`src/rtl/can_pkg.sv`:
```
`default_nettype none
// ============================================================================
// Module   : can_pkg
// Brief    : Shared CAN constants and helpers (CRC-15 and bit timing).
// Revision : 1.0
// ============================================================================
package can_pkg;

    localparam int CAN_CRC_W = 15;
    localparam logic [CAN_CRC_W-1:0] CAN_CRC15_POLY = 15'h4599;

    // Bit-time length in system clocks; shared with the bit-timing logic.
    function automatic int clks_per_bit(input int clk_freq_mhz, input int bit_rate_kbps);
        return (clk_freq_mhz * 1000) / bit_rate_kbps;
    endfunction

    function automatic logic [CAN_CRC_W-1:0] crc15_step(input logic [CAN_CRC_W-1:0] crc_in,
                                                        input logic bit_in);
        logic nxt;
        nxt = bit_in ^ crc_in[CAN_CRC_W-1];
        return {crc_in[CAN_CRC_W-2:0], 1'b0} ^ (nxt ? CAN_CRC15_POLY : '0);
    endfunction

endpackage
`default_nettype wire

```
`src/rtl/can_bit_sampler.sv`:
```
`default_nettype none
// ============================================================================
// Module   : can_bit_sampler
// Brief    : Bit-phase counter with a mid-bit sample strobe.
// Revision : 1.0
// ============================================================================
module can_bit_sampler #(
    parameter int CLKS_PER_BIT = 4
) (
    input  logic clk,
    input  logic rst_n,
    input  logic en,
    output logic sample
);

    localparam int c_PHASE_W = (CLKS_PER_BIT > 2) ? $clog2(CLKS_PER_BIT) : 1;
    localparam logic [c_PHASE_W-1:0] c_LAST = c_PHASE_W'(CLKS_PER_BIT - 1);
    localparam logic [c_PHASE_W-1:0] c_MID  = c_PHASE_W'(CLKS_PER_BIT / 2);

    logic [c_PHASE_W-1:0] r_phase;

    // Held at zero while idle so each window starts on phase 0.
    always_ff @(posedge clk or negedge rst_n) begin
        if (!rst_n) begin
            r_phase <= '0;
        end else if (!en || r_phase == c_LAST) begin
            r_phase <= '0;
        end else begin
            r_phase <= r_phase + 1'b1;
        end
    end

    assign sample = en && (r_phase == c_MID);

endmodule
`default_nettype wire

```
`src/rtl/can_crc.sv`:
```
`default_nettype none
// ============================================================================
// Module   : can_crc
// Brief    : Bit-serial CAN 2.0 CRC-15 generator for the receive path.
// Revision : 1.0
// ============================================================================
module can_crc
    import can_pkg::*;
#(
    parameter int CLK_FREQ_MHZ  = 1,
    parameter int BIT_RATE_KBPS = 250
) (
    input  logic                 clk,
    input  logic                 rst_n,
    input  logic                 en,
    input  logic                 din,
    output logic [CAN_CRC_W-1:0] crc,
    output logic                 crc_ready
);

    localparam int c_CLKS_PER_BIT = clks_per_bit(CLK_FREQ_MHZ, BIT_RATE_KBPS);

    generate
        if (((CLK_FREQ_MHZ * 1000) % BIT_RATE_KBPS) != 0 || c_CLKS_PER_BIT < 2) begin : g_bad_timing
            $error("can_crc: clock/bit-rate ratio must be an integer >= 2");
        end
    endgenerate

    logic                 w_sample;
    logic                 r_en_d;
    logic [CAN_CRC_W-1:0] r_crc;
    logic                 r_crc_ready;

    can_bit_sampler #(
        .CLKS_PER_BIT (c_CLKS_PER_BIT)
    ) u_sampler (
        .clk    (clk),
        .rst_n  (rst_n),
        .en     (en),
        .sample (w_sample)
    );

    // The rising-edge cycle is phase 0, so the clear never meets a sample.
    always_ff @(posedge clk or negedge rst_n) begin
        if (!rst_n) begin
            r_en_d      <= 1'b0;
            r_crc       <= '0;
            r_crc_ready <= 1'b0;
        end else begin
            r_en_d      <= en;
            r_crc_ready <= !en && r_en_d;
            if (en && !r_en_d) begin
                r_crc <= '0;
            end else if (w_sample) begin
                r_crc <= crc15_step(r_crc, din);
            end
        end
    end

    assign crc       = r_crc;
    assign crc_ready = r_crc_ready;

endmodule
`default_nettype wire

```
`config.mk`:
```
export PLATFORM = sky130hd
export DESIGN_NAME = can_crc
export DESIGN_NICKNAME = d
export VERILOG_FILES = /design/src/rtl/can_pkg.sv /design/src/rtl/can_bit_sampler.sv /design/src/rtl/can_crc.sv
export SDC_FILE = /design/constraint.sdc
export NUM_CORES = 1
export LEC_CHECK = 0
export CORE_UTILIZATION = 46
export DETAILED_ROUTE_END_ITERATION = 12
export PLACE_DENSITY_LB_ADDON = 0.05
export SYNTH_ARGS = -nofsm -noshare
export SYNTH_HDL_FRONTEND = slang
export SYNTH_SLANG_ARGS = --single-unit
```
`constraint.sdc`:
```
create_clock -name clk -period 1.7 [get_ports clk]
set_input_delay 0.34 -clock clk [delete_from_list [all_inputs] [get_ports clk]]
set_output_delay 0.34 -clock clk [all_outputs]
set_load 0.05 [all_outputs]
```
==> metrics.yaml <==
run_status:
  status: "finished, final reports clean"
yosys:
  ys_ff_latch: 19
  syn-num-nets: 64
  synth_top_area_cell: "dfrtp_1"
  yosysWarningCount: 0
  synth_top_area_share_pct: 60.6
  async_reset_ff_share_pct: 100
  syn_avg_cell_area_um2: 13.5
  ys_types: 18
  syn_inst: 58
  ys_top_cells_by_area: "dfrtp_1, a22o_1, xor2_1"
  synth.top_cells.by_count: "dfrtp_1, a22o_1, xor2_1, a22o_2"
  ys_seq_area_share_pct: 60.6
  synth_edf_count: 0
  yosys_most_used_dff: "dfrtp_1"
  syn_area_um2: 785
  synth.most_common_cell: "dfrtp_1"
grt:
  grt_max_degree: 20
  grt_pass1_wl_mm: 2.11
  grt_usage_pct: 15.6
  grt_pass1_vias: 483
  antenna_found_initial: 0
  grt.overflow.total: 0
timing:
  finalSetupTns_ns: 0
  drv_slew: 0
  setup_violations: 0
  finClkSkew_ns: 0.00304
  maxSlewHeadroom_pct: 74.3
  finalCritPeriodShare_pct: 82.4
  max_freq_mhz: 714
  tightest_slew_ns: 0.385
  hold_viol: 0
  rsz0062_at_grt: "false"
  hold_ws_ns: 0.383
  min_period_ns: 1.40
pwr:
  clkPwrFrac_pct: 18.6
  p_int_w: 0.000744
  p_leak_nw: 0.553
  peakVddDrop_uv: 933
  p_sw_share_pct: 34.5
  p_seq_share_pct: 47.5
  combPwrFrac_pct: 33.9
  power_density_mw_per_mm2: 1130
  p_total_w: 0.00114
  p_sw_w: 0.000392
routing:
  vias: 509
  drt_iter0_drc: 14
  firstDrtPassIters: 3
  wl_per_cell_um: 12.9
  route.detailed.drc: 0
  drt-total-wl_mm: 1.26
  postRouteAntennaNets: 0
  vias_per_cell: 5.19
floorplan:
  io_pins: 20
  core_area_mm2: 0.00154
  die_area_mm2: 0.00187
  num_rows: 14
  die_h_um: 43.3
  die_w_um: 43.3
  initial_core_util_pct: 50.9
place:
  placed_area_um2: 983
  io_buffers: 19
  gp_congestion: 0.673
  hpwlAfterDp_um: 926
cells_and_area:
  design_area_mm2: 0.00101
  drive_above_1_share_pct: 37.8
  diodes: 0
  fill_cells: 129
  layout.nets: 89
  syn2layout_area_growth_pct: 28.7
critical_path:
  reg2regPathDepth: 5
  crit_required_ns: 1.88
  cp_max_fo: 6
  worst-setup-path-type: "in -> reg"
  regToRegStartpoint: "u_sampler.r_phase[0]$_DFF_PN0_"
  critPathLaunch: "din"
  r2r-end: "crc[8]$_DFFE_PN0P_"
  cp-start-kind: "input port"
  worstPathArrival_ns: 1.58
  rrSetupSlack_ns: 0.35
  cp-end-kind: "flop"
clocking:
  postCtsHoldBufs: 0
  max-clock-path-buffers: 2
  post_cts_buffers: 0
  clkTransAtPathRegs_ns: 0.10
  cts_root_buf: "clkbuf_4"
  cts_htree_levels: 1
  ctsResizeCount: 0
  cts_tree: "yes"
  clock_latency_ns: 0.28
  cts_sinks: 19
  cts_buffers: 3
worst_hold_path:
  hp-class: "in -> async"
run:
  cap_violations: 0
[critical path, cell delays in order]
cell             delay (ns)
clkdlybuf4s50_1        0.53
xor2_2                 0.36
xor2_1                 0.11
a22o_2                 0.24
[cell usage in the layout (no fill, tap or decap), drive strengths merged]
cell type / instances
buf: 20
dfrtp: 19
a22o: 13
xor2: 7
clkbuf: 4
nor2: 3
inv: 3
clkdlybuf4s50: 3
ha: 2
a21o: 2
nand2b: 1
o21ai: 1
and3: 1
and4: 1
nor2b: 1
o31a: 1
[sequential cells by signal, indices dropped and copies added, names as in the netlist]
| register | cells |
|---|---|
| crc | 15 |
| u_sampler.r_phase | 2 |
| crc_ready | 1 |
| r_en_d | 1 |
[area by class of cell]
class	instances	area [um2]	area share (%)
clock buffer	4	26.3	2.60
inverter	3	11.3	1.12
multi-input combinational	33	284	28.1
sequential	19	475	47.1
tap	16	20.0	1.98
timing repair buffer	23	193	19.1
[logic make-up after synthesis]
kind of cell	share of synthesized area, %
AND/OR/NAND/NOR	5.11
AO/OA/AOI/OAI	19.1
XOR/XNOR	8.77
adder cells (fa/ha/maj)	3.19
buffers and inverters	3.19
flip-flops	60.6
[power groups by stage]
| stage | logic [W] | registers [W] | clock network, W |
|---|---|---|---|
| after floorplan | 0.000145 | 0.000653 | 0 |
| after global placement | 0.000383 | 0.000548 | 0 |
| after detailed placement | 0.000390 | 0.000549 | 0 |
| after CTS | 0.000390 | 0.000540 | 0.000231 |
| after global routing | 0.000415 | 0.000547 | 0.000242 |
| final | 0.000386 | 0.000540 | 0.000211 |
[routing by layer]
layer	up-vias	GRT usage (%)	share of wire (%)
met3	0	5.11	4.8
met1	241	21.1	51
met5	-	0	0
li1	255	-	-
met4	0	5.45	0
met2	13	23.6	44
[metrics by stage]
step | instances | utilization, % | worst slack, ns
after global routing | 98 | 65.5 | 0.215
after floorplan | 58 | - | 0.233
after detailed placement | 94 | 63.8 | -0.0135
after CTS | 98 | 65.5 | 0.302
final | 98 | 65.5 | 0.300
after global placement | 94 | 63.8 | 0.0205
[worst max-delay path by stage]
stage / end / cells after the start
after floorplan: crc[10]$_DFFE_PN0P_ / 3
after detailed placement: crc[4]$_DFFE_PN0P_ / 4
after global placement: crc[10]$_DFFE_PN0P_ / 4
after global routing: crc[8]$_DFFE_PN0P_ / 4
after CTS: crc[8]$_DFFE_PN0P_ / 4
final: crc[8]$_DFFE_PN0P_ / 4
Note: power is estimated with default switching activity, not from simulation.
